--- config.mk ---
export PLATFORM = sky130hd
export DESIGN_NAME = nes_controller_emulator
export DESIGN_NICKNAME = d
export VERILOG_FILES = /design/src/rtl/nes_pkg.sv /design/src/rtl/sync_edge.sv /design/src/rtl/nes_controller_emulator.sv
export SDC_FILE = /design/constraint.sdc
export NUM_CORES = 1
export LEC_CHECK = 0
export ABC_AREA = 1
export CAP_MARGIN = 10
export CORE_AREA = 3 3 67 69
export CTS_BUF_LIST = sky130_fd_sc_hd__clkbuf_4
export CTS_CLUSTER_DIAMETER = 60
export CTS_CLUSTER_SIZE = 10
export DETAILED_ROUTE_END_ITERATION = 12
export DIE_AREA = 0 0 70 72
export HOLD_SLACK_MARGIN = 0.02
export PLACE_DENSITY = 0.54
export RECOVER_POWER = 50
export SYNTH_ARGS = -nofsm -noshare
export SYNTH_HDL_FRONTEND = slang
export SYNTH_SLANG_ARGS = --single-unit
--- constraint.sdc ---
create_clock -name clk -period 1.5 [get_ports clk]
set_input_delay 0.15 -clock clk [delete_from_list [all_inputs] [get_ports clk]]
set_output_delay 0.15 -clock clk [all_outputs]
set_load 0.05 [all_outputs]
--- src/rtl/nes_pkg.sv ---
// rtl/nes_pkg.sv - shared constants and FSM encoding for the NES/SNES pad emulator
// Contents: button bit positions, frame lengths, controller state encoding.
package nes_pkg;

    // Bit positions in the button vector; bit 0 is the first bit on the wire.
    localparam int BTN_A      = 0;
    localparam int BTN_B      = 1;
    localparam int BTN_SELECT = 2;
    localparam int BTN_START  = 3;
    localparam int BTN_UP     = 4;
    localparam int BTN_DOWN   = 5;
    localparam int BTN_LEFT   = 6;
    localparam int BTN_RIGHT  = 7;

    localparam int NES_BITS  = 8;
    localparam int SNES_BITS = 16;

    typedef enum logic [1:0] {
        IDLE  = 2'd0,
        LOAD  = 2'd1,
        SHIFT = 2'd2,
        DONE  = 2'd3
    } nes_state_e;

endpackage

--- src/rtl/sync_edge.sv ---
// rtl/sync_edge.sv - multi-stage synchroniser with level and edge outputs
// Ports: clk, rst_n (sync, active-low), async_i (asynchronous pin),
//        level_o (synchronised level), rise_o / fall_o (one-cycle edge strobes).
module sync_edge #(
    parameter int SYNC_STAGES = 2
) (
    input  logic clk,
    input  logic rst_n,
    input  logic async_i,
    output logic level_o,
    output logic rise_o,
    output logic fall_o
);

    logic [SYNC_STAGES-1:0] sync_q;
    logic                   level_dly_q;

    always_ff @(posedge clk) begin
        if (!rst_n) begin
            sync_q      <= '0;
            level_dly_q <= 1'b0;
        end else begin
            sync_q      <= {sync_q[SYNC_STAGES-2:0], async_i};
            level_dly_q <= sync_q[SYNC_STAGES-1];
        end
    end

    // Edge strobes are combinational from flops only, so no pin-to-output path.
    assign level_o = sync_q[SYNC_STAGES-1];
    assign rise_o  = sync_q[SYNC_STAGES-1] & ~level_dly_q;
    assign fall_o  = ~sync_q[SYNC_STAGES-1] & level_dly_q;

endmodule

--- src/rtl/nes_controller_emulator.sv ---
// rtl/nes_controller_emulator.sv - device end of the NES/SNES serial pad protocol
// Ports: clk, rst_n (sync, active-low), buttons (active-high, bit0 first),
//        nes_latch / nes_clk (async from console), nes_data (active-low serial),
//        busy (LOAD or SHIFT), bit_count (bits shifted, saturating), frame_done (pulse).
module nes_controller_emulator
    import nes_pkg::*;
#(
    parameter int   NUM_BITS    = 8,
    parameter int   SYNC_STAGES = 2,
    parameter logic FILL_LEVEL  = 1'b0
) (
    input  logic                clk,
    input  logic                rst_n,
    input  logic [NUM_BITS-1:0] buttons,
    input  logic                nes_latch,
    input  logic                nes_clk,
    output logic                nes_data,
    output logic                busy,
    output logic [4:0]          bit_count,
    output logic                frame_done
);

    localparam logic [4:0] LAST_COUNT = 5'(NUM_BITS);

    logic latch_s, latch_rise, latch_fall;
    logic clk_s, clk_rise, clk_fall;

    sync_edge #(.SYNC_STAGES(SYNC_STAGES)) u_sync_latch (
        .clk     (clk),
        .rst_n   (rst_n),
        .async_i (nes_latch),
        .level_o (latch_s),
        .rise_o  (latch_rise),
        .fall_o  (latch_fall)
    );

    sync_edge #(.SYNC_STAGES(SYNC_STAGES)) u_sync_clk (
        .clk     (clk),
        .rst_n   (rst_n),
        .async_i (nes_clk),
        .level_o (clk_s),
        .rise_o  (clk_rise),
        .fall_o  (clk_fall)
    );

    // The FSM works on levels for latch and on the rising edge of the shift clock.
    logic unused_edges;
    assign unused_edges = &{1'b0, latch_rise, latch_fall, clk_s, clk_fall};

    nes_state_e          state_q, state_d;
    logic [NUM_BITS-1:0] shreg_q, shreg_d;
    logic [4:0]          cnt_q, cnt_d;
    logic                done_q, done_d;

    // Shift right with the fill level entering at the top; the extended vector
    // keeps the slice legal for NUM_BITS == 1.
    logic [NUM_BITS:0]   shift_ext;
    logic [NUM_BITS-1:0] shreg_shifted;
    logic [4:0]          cnt_inc;

    assign shift_ext     = {FILL_LEVEL, shreg_q};
    assign shreg_shifted = shift_ext[NUM_BITS:1];
    assign cnt_inc       = cnt_q + 5'd1;

    always_ff @(posedge clk) begin
        if (!rst_n) begin
            state_q <= IDLE;
            shreg_q <= '0;
            cnt_q   <= 5'd0;
            done_q  <= 1'b0;
        end else begin
            state_q <= state_d;
            shreg_q <= shreg_d;
            cnt_q   <= cnt_d;
            done_q  <= done_d;
        end
    end

    always_comb begin
        state_d = state_q;
        shreg_d = shreg_q;
        cnt_d   = cnt_q;
        done_d  = 1'b0;

        // Latch has priority over any shift edge in every state; the frame value
        // is whatever buttons hold on the last cycle latch_s is still high.
        if (latch_s) begin
            state_d = LOAD;
            shreg_d = ~buttons;
            cnt_d   = 5'd0;
        end else begin
            case (state_q)
                IDLE: state_d = IDLE;
                LOAD: state_d = SHIFT;
                SHIFT: begin
                    if (clk_rise) begin
                        shreg_d = shreg_shifted;
                        cnt_d   = cnt_inc;
                        if (cnt_inc == LAST_COUNT) begin
                            done_d  = 1'b1;
                            state_d = DONE;
                        end
                    end
                end
                DONE:    state_d = DONE;
                default: state_d = IDLE;
            endcase
        end
    end

    always_comb begin
        nes_data = 1'b1;
        case (state_q)
            LOAD, SHIFT: nes_data = shreg_q[0];
            DONE:        nes_data = FILL_LEVEL;
            default:     nes_data = 1'b1;
        endcase
    end

    assign busy       = (state_q == LOAD) || (state_q == SHIFT);
    assign bit_count  = cnt_q;
    assign frame_done = done_q;

endmodule

After elaboration in Yosys (flattened, before gate mapping)
Index checks and enable logic that the tools add are counted.
{"block": "word_totals", "reg_bits": 21, "input_bits": 12, "out_inout_bits": 8, "elab_cells": 43}
{"block": "classes", "n_addsub": 1, "n_eq_ne": 8, "n_mux": 9, "n_bitwise": 6, "n_reduce_logical": 11}
{"cell": "2-to-1 mux 8 bit", "count": 3}
{"cell": "inverter 8 bit", "count": 1}
{"cell": "case mux 2 bit (4 select lines)", "count": 1}
{"cell": "AND reduction 2 bit", "count": 4}
{"cell": "inequality test 3 x 2 -> 1 bit (second input constant)", "count": 2}
{"cell": "adder 5 x 1 -> 5 bit (second input constant)", "count": 1}
{"cell": "equality test 5 x 4 -> 1 bit (second input constant)", "count": 1}
{"cell": "equality test 2 bit (second input constant)", "count": 2}
{"cell": "2-to-1 mux 2 bit", "count": 2}
{"cell": "inequality test 2 bit (second input constant)", "count": 2}
{"cell": "inverter 1 bit", "count": 4}
{"cell": "nonzero test 2 bit", "count": 2}
{"cell": "OR reduction 2 bit", "count": 2}
{"cell": "OR reduction 4 bit", "count": 1}
{"cell": "equality test 2 x 1 -> 1 bit (second input constant)", "count": 1}
{"cell": "logical NOT 2 bit", "count": 1}
{"cell": "2-to-1 mux 1 bit", "count": 2}
{"cell": "case mux 1 bit (2 select lines)", "count": 1}
{"cell": "AND 1 bit", "count": 1}
{"cell": "logical OR 1 bit", "count": 1}

Depth between registers and ports, before layout
Gate-level depths: netlist of the first run.
{"block": "logic_depth", "depth_word": 6, "mapped_depth": 10, "mapped_depth_nobuf": 10}

Modules after synthesis
Synthesis of the first run repeated with hierarchy kept, for this count alone.
{"block": "hier_totals", "hier_cells": 135, "area_unflattened_um2": 1016.0}
{"module": "nes_controller_emulator", "instances": 1, "cells_each": 109, "area_per_inst_um2": 815.8, "seq_area_each_um2": 320.3}
{"module": "sync_edge", "instances": 2, "cells_each": 13, "area_per_inst_um2": 100.1, "seq_area_each_um2": 60.1}

Worst setup path after synthesis of the first run
No wires, ideal clock.
{"block": "synth_path", "kind": "reg2out", "startpoint": "reg state_q[0]", "endpoint": "out nes_data", "arrival_ps": 2068, "required_ps": 1350, "path_slack_ps": -718, "stages_incl_launch_ff": 4, "n_path_buf": 0, "path_cell_list": "dfxtp_1 -> inv_1 -> ha_1 -> o21ai_0"}
{"block": "synth_via", "elab_chain_len": 3, "word_cells_on_any_way": 5, "classes_between": "eq/ne: 3; mux: 1; reduce/logical: 1"}
{"element": "from (decl)", "line_no": "nes_controller_emulator.sv:50", "text": "nes_state_e state_q, state_d;"}
{"element": "from (signal assigned)", "line_no": "nes_controller_emulator.sv:72", "text": "state_q <= state_d;"}
{"element": "equality test 2 x 1 -> 1 bit / equality test 2 bit (equally long branches)", "line_no": "nes_controller_emulator.sv:113", "text": "case (state_q)"}
{"element": "OR reduction 2 bit", "line_no": "nes_controller_emulator.sv:113"}
{"element": "case mux 1 bit (2 select lines) *", "line_no": "nes_controller_emulator.sv:113"}
{"element": "to (decl)", "line_no": "nes_controller_emulator.sv:17", "text": "output logic nes_data,"}
Mark *: on every way between the ends. The rest lies on a longest branch, timed or not.

Worst setup path after layout of the first run
{"block": "layout_path", "startpoint": "reg state_q[1]", "endpoint": "out nes_data"}
Same word-level chain as after synthesis.

==> results of run 1 <==
[cell families after synthesis]
logic type               Yosys count  synth area share (%)
flip-flops                        21                 42.37
AO/OA/AOI/OAI                     26                 15.01
adder cells (fa/ha/maj)            5                 6.305
buffers and inverters             24                 9.962
AND/OR/NAND/NOR                   54                 26.35
[report_power, final]
group	total [W]	internal, W	switching (W)
Clock	0.000303	0.000122	0.000181
Sequential	0.000598	0.000578	0.0000201
Combinational	0.000280	0.000136	0.000144
Total	0.00118	0.000836	0.000345
[critical path, stage by stage (launching register included)]
cell and delay [ns]:
dfxtp_4 0.40, inv_4 0.04, ha_4 0.29, nand2_4 0.05, o21ai_4 0.07, buf_12 0.15
[metrics by stage]
| stage | setup TNS [ns] | hold WS (ns) | area [µm²] | setup WS (ns) | cells |
|---|---|---|---|---|---|
| after floorplan | -0.008223 | 0.2435 | 1011 | -0.008223 | 130 |
| after global placement | 0 | 0.3942 | 1295 | 0.1406 | 201 |
| after detailed placement | 0 | 0.4055 | 1295 | 0.1124 | 201 |
| after CTS | 0 | 0.3445 | 1350 | 0.004414 | 206 |
| after global routing | -0.01131 | 0.3669 | 1329 | -0.01131 | 206 |
| final | 0 | 0.3442 | 1329 | 0.03587 | 206 |
[per-layer routing]
metal,GRT usage (%),routed length (µm),vias up
li1,-,-,470
met2,13.64,947,20
met1,11.12,1007,411
met3,2.216,105,4
met5,0,0,-
met4,3.830,34,0
[layout make-up]
type | instances | area [µm²]
Sequential cell | 21 | 432.9
Tap cell | 50 | 62.56
Fill cell | 431 | 2643
Timing Repair Buffer | 24 | 211.5
Multi-Input combinational cell | 85 | 506.7
Inverter | 22 | 85.08
Clock buffer | 4 | 30.03
[flip-flops by register name, summed over array words and instances (netlist names)]
name,flops
bit_count,5
u_sync_clk.sync_q,2
u_sync_clk.level_dly_q,1
state_q,2
u_sync_latch.sync_q,2
shreg_q,8
frame_done,1
[final timing paths]
kind	from	to	slack (ns)	cells after the start
worst max-delay path	state_q[1]$_SDFFE_PP0P_	nes_data	0.04	5
worst min-delay path	nes_clk	u_sync_clk.sync_q[0]$_SDFF_PN0_	0.34	3
worst max register to register	state_q[0]$_SDFFE_PN0P_	shreg_q[2]$_SDFFE_PN0P_	0.11	7
worst min register to register	u_sync_latch.sync_q[0]$_SDFF_PN0_	u_sync_latch.sync_q[1]$_SDFF_PN0_	0.43	2
[cell usage in the layout, fill, tap and decap left out, types with 3 or more instances in the layout]
| cell type | n |
|---|---|
| inv_2 | 7 |
| clkdlybuf4s50_1 | 10 |
| inv_1 | 14 |
| a21oi_1 | 8 |
| dfxtp_4 | 3 |
| a31oi_1 | 7 |
| nor2_1 | 9 |
| nand2_1 | 24 |
| nand3_1 | 6 |
| clkbuf_4 | 4 |
| o21ai_0 | 6 |
| dfxtp_1 | 17 |
| clkbuf_1 | 3 |
| buf_4 | 4 |
| ha_1 | 3 |
| clkbuf_2 | 4 |
[repair_timing]
action,4_1_cts,5_1_grt
cloned,0,0
pin swaps,1,2
setup buffers,1,0
setup endpoints to repair,2,9
hold buffers,0,0
resized for setup,6,5
==> results.cfg, run 1 <==
[logic_synthesis]
netlist_instances = 130
yosys_warnings = 0
ys_seq_area_share_pct = 42.37
avgSynthCellArea_um2 = 7.632
ys_types = 24
synth_edf_count = 0
synth_top_area_share_pct = 42.37
synth_nets = 147
ys_top_cells_by_area = dfxtp_1 (42%), nand2_1 (9.5%), ha_1 (6.3%)
synth_ff_type = dfxtp_1
synthTopCellsByCount = nand2_1 (25), dfxtp_1 (21), inv_1 (16), nor2_1 (9), a21oi_1 (8)
synth.most_common_cell = nand2_1
synthesis.area_um2 = 992.2
postSynth.asyncResetShare_pct = 0
ys_seq_elements = 21
synth_area_leader_cell = dfxtp_1

[timing]
setup_violations = 0
fmax_mhz = 683.0
drv_slew = 0
timing.final.crit_share_pct = 97.61
grt_setup_unrepaired = true
relSlewSlack_pct = 60.30
finalClockSkew_ns = 0.01041
timing_hold_violations_final = 0
period_minus_slack_ns = 1.464
worst_slew_pin_slew_ns = 0.5980

[cells_and_area]
area_growth_pct = 33.92
antenna_cells = 0
nets = 174
final_layout_size_suffix_gt1_share_pct = 26.92
final_util_pct = 33.46

[drt]
drt_iter0_markers = 34
viasPerCell = 4.393
antenna_left = 0
totalWireLength_um = 2094
routedWlPerCell_um = 10.17
drt_first_pass_iters = 4
vias = 905
drcViolationCount = 0

[setup_path]
end_kind = output pin
crit_fanout = 4
critical_path_class = flop to output pin
arrival_ns = 1.31
start_kind = flop
required_ns = 1.35

[cts]
cts_tree = yes
worstSkewPairLatency_ns = 0.31
numCtsBuffers = 3
htreeDepth = 1
clk_pin_slew_ns = 0.13
cts_sinks = 21
cts_buffer_depth = 2
cts-root-buf = clkbuf_4

[flow_run]
maxCapViolations = 0

[power_and_ir_drop]
powerDensity_mw_per_mm2 = 889.0
power_w = 0.001181
ir_drop_mv = 0.5023
leakage_nw = 0.5690

[floorplan]
rows = 23
initial_utilization_pct = 24.98
core_mm2 = 0.003971
die_h_um = 72
die_x_um = 70
die_area_mm2 = 0.005040
pin_count = 20

[placed_design]
hpwlAfterDp_um = 1576
gp_congestion = 0.7743
io_buffer_count = 19

[global_routing]
grt_pass1_wl_um = 3553
gr-total-overflow = 0
first_global_vias = 813
grt.total_usage_pct = 8.621
antenna_found_initial = 0
grt_max_degree = 17

[outcome]
outcome = finished clean

[worst_hold_path]
hold_class = input pin to flop
Power figures use the tool's default switching activity.
==> run 2: changes to the inputs <==
--- a/config.mk
+++ b/config.mk
@@ -7,14 +7,14 @@
 export LEC_CHECK = 0
 export ABC_AREA = 1
 export CAP_MARGIN = 10
-export CORE_AREA = 3 3 67 69
+export CORE_AREA = 3 3 49 51
 export CTS_BUF_LIST = sky130_fd_sc_hd__clkbuf_4
 export CTS_CLUSTER_DIAMETER = 60
 export CTS_CLUSTER_SIZE = 10
 export DETAILED_ROUTE_END_ITERATION = 12
-export DIE_AREA = 0 0 70 72
+export DIE_AREA = 0 0 52 54
 export HOLD_SLACK_MARGIN = 0.02
-export PLACE_DENSITY = 0.54
+export PLACE_DENSITY = 0.85
 export RECOVER_POWER = 50
 export SYNTH_ARGS = -nofsm -noshare
 export SYNTH_HDL_FRONTEND = slang
==> run 2 against run 1 <==
  * Register-to-register slack about the same
  * Worst setup slack better by 0.012 ns
  * Combinational power about the same
  * Critical endpoint unchanged
  * Highest routed layer unchanged
==> results.cfg, run 2 (same netlist as run 1, synthesis figures left out) <==
[setup_path]
arrival_ns = 1.30
crit_buf_inv = 2
start_kind = flop
critical_path_class = flop to output pin
slowest_delay_ns = 0.38
required_ns = 1.35
crit_fanout = 4
critical_path.cell_chain = inv_2 -> ha_4 -> nand2_4 -> o21ai_4 -> buf_12
critical-path-top-delay-family = flip-flops
cp_slowest_cell = dfxtp_2
end_kind = output pin

[drt]
drt_first_pass_iters = 4
viasPerCell = 4.847
drt_iter0_markers = 20
antenna_left = 0
totalWireLength_um = 1908
drcViolationCount = 0
routedWlPerCell_um = 10.43
vias = 887

[placed_design]
io_buffer_count = 19
place_ws_ns = 0.1006
gp_congestion = 0.7178
place_area_mm2 = 0.001266
hpwlAfterDp_um = 1457

[worst_hold_path]
hold_class = input pin to flop

[global_routing]
top_usage_layer = met2
use_met3_pct = 2.493
grt.total_usage_pct = 16.08
grt_util_met1_pct = 19.00
first_global_vias = 828
grt_pass1_wl_um = 3367
antenna_found_initial = 0
met2_usage_pct = 28.24
gr-total-overflow = 0
grt_max_degree = 17

[timing]
setup_violations = 0
grt_setup_unrepaired = true
fmax_mhz = 688.6
finalClockSkew_ns = 0.002902
worst_slew_pin_slew_ns = 0.5997
relSlewSlack_pct = 60.19
tns_ns = 0
drv_slew = 0
layout_setup_ws_ns = 0.04770
timing_hold_violations_final = 0
period_minus_slack_ns = 1.452
timing.final.crit_share_pct = 96.82
holdWs_ns = 0.3617

[cts]
htreeDepth = 1
cts_tree = yes
cts-root-buf = clkbuf_4
cts_buffer_depth = 2
cts_sinks = 21
numCtsBuffers = 3
worstSkewPairLatency_ns = 0.30
clk_pin_slew_ns = 0.11

[cells_and_area]
antenna_cells = 0
top_register = shreg_q
final_common_cell = nand2_1
nets = 174
final_layout_size_suffix_gt1_share_pct = 26.92
most-common-layout-cells = nand2_1 (24), dfxtp_1 (17), inv_1 (14), clkdlybuf4s50_1 (10), nor2_1 (9)
nFillCells = 178
area_growth_pct = 30.26
largest_register_ffs = 8
design_area_mm2 = 0.001292

[power_and_ir_drop]
powerDensity_mw_per_mm2 = 886.4
power_w = 0.001146
ir_drop_mv = 0.6365
leakage_nw = 0.5672

[floorplan]
pin_count = 20
rows = 16
core_mm2 = 0.001982
initial_utilization_pct = 50.06
die_x_um = 52
die_h_um = 54
die_area_mm2 = 0.002808

[outcome]
outcome = finished clean

[flow_run]
maxCapViolations = 0
-- run 2: cell types whose count changed in the layout (fill, tap and decap cells not counted) --
cell | previous run | this run
dfxtp_2 | 1 | 2
clkbuf_4 | 4 | 3
inv_2 | 7 | 8
dfxtp_4 | 3 | 2
clkinv_2 | 0 | 1
inv_4 | 1 | 0
-- run 2: cell type report --
class / count / area (µm²) / area share, %
clock buffer: 3 / 22.52 / 1.742
sequential: 21 / 430.4 / 33.30
tap: 27 / 33.78 / 2.614
timing repair buffer: 24 / 211.5 / 16.36
clock inverter: 1 / 5.005 / 0.3872
inverter: 22 / 82.58 / 6.389
multi-input combinational: 85 / 506.7 / 39.21
-- run 2: worst min-delay path: cells and delay by family --
| kind | cells | cell delay [ns] |
|---|---|---|
| buf+inv | 2 | 0.42 |
| simple gates | 1 | 0.06 |
-- run 2: stage by stage --
| step | cells | util (%) |
|---|---|---|
| 2_1_floorplan | 130 | - |
| 3_3_place_gp | 178 | 63.89 |
| 3_5_place_dp | 178 | 63.89 |
| 4_1_cts | 183 | 66.54 |
| 5_1_grt | 183 | 65.21 |
| 6_report | 183 | 65.21 |
-- run 2: report_power, final --
part	internal (W)	switching, W	total (W)
combinational	0.000134	0.000143	0.000278
sequential	0.000578	0.0000180	0.000596
clock	0.0000996	0.000173	0.000272
total	0.000811	0.000334	0.00115
-- run 2: what timing repair did --
item,CTS,global route
endpoints found under the setup margin,1,7
setup buffers,1,0
pin swaps,1,3
gates cloned,0,0
gates resized for setup,5,4
hold buffers,0,0
-- run 2: layer usage --
| metal | vias up | wire, µm |
|---|---|---|
| li1 | 474 | - |
| met1 | 385 | 862 |
| met4 | 0 | 29 |
| met5 | - | 0 |
| met3 | 4 | 105 |
| met2 | 24 | 910 |
-- run 2: final timing paths --
kind,startpoint,end,slack [ns],cells after the start
max,state_q[1]$_SDFFE_PP0P_,nes_data,0.05,5
min,nes_clk,u_sync_clk.sync_q[0]$_SDFF_PN0_,0.36,3
max reg2reg,bit_count[0]$_SDFFE_PP0P_,state_q[0]$_SDFFE_PN0P_,0.12,9
min reg2reg,u_sync_clk.sync_q[0]$_SDFF_PN0_,u_sync_clk.sync_q[1]$_SDFF_PN0_,0.43,2
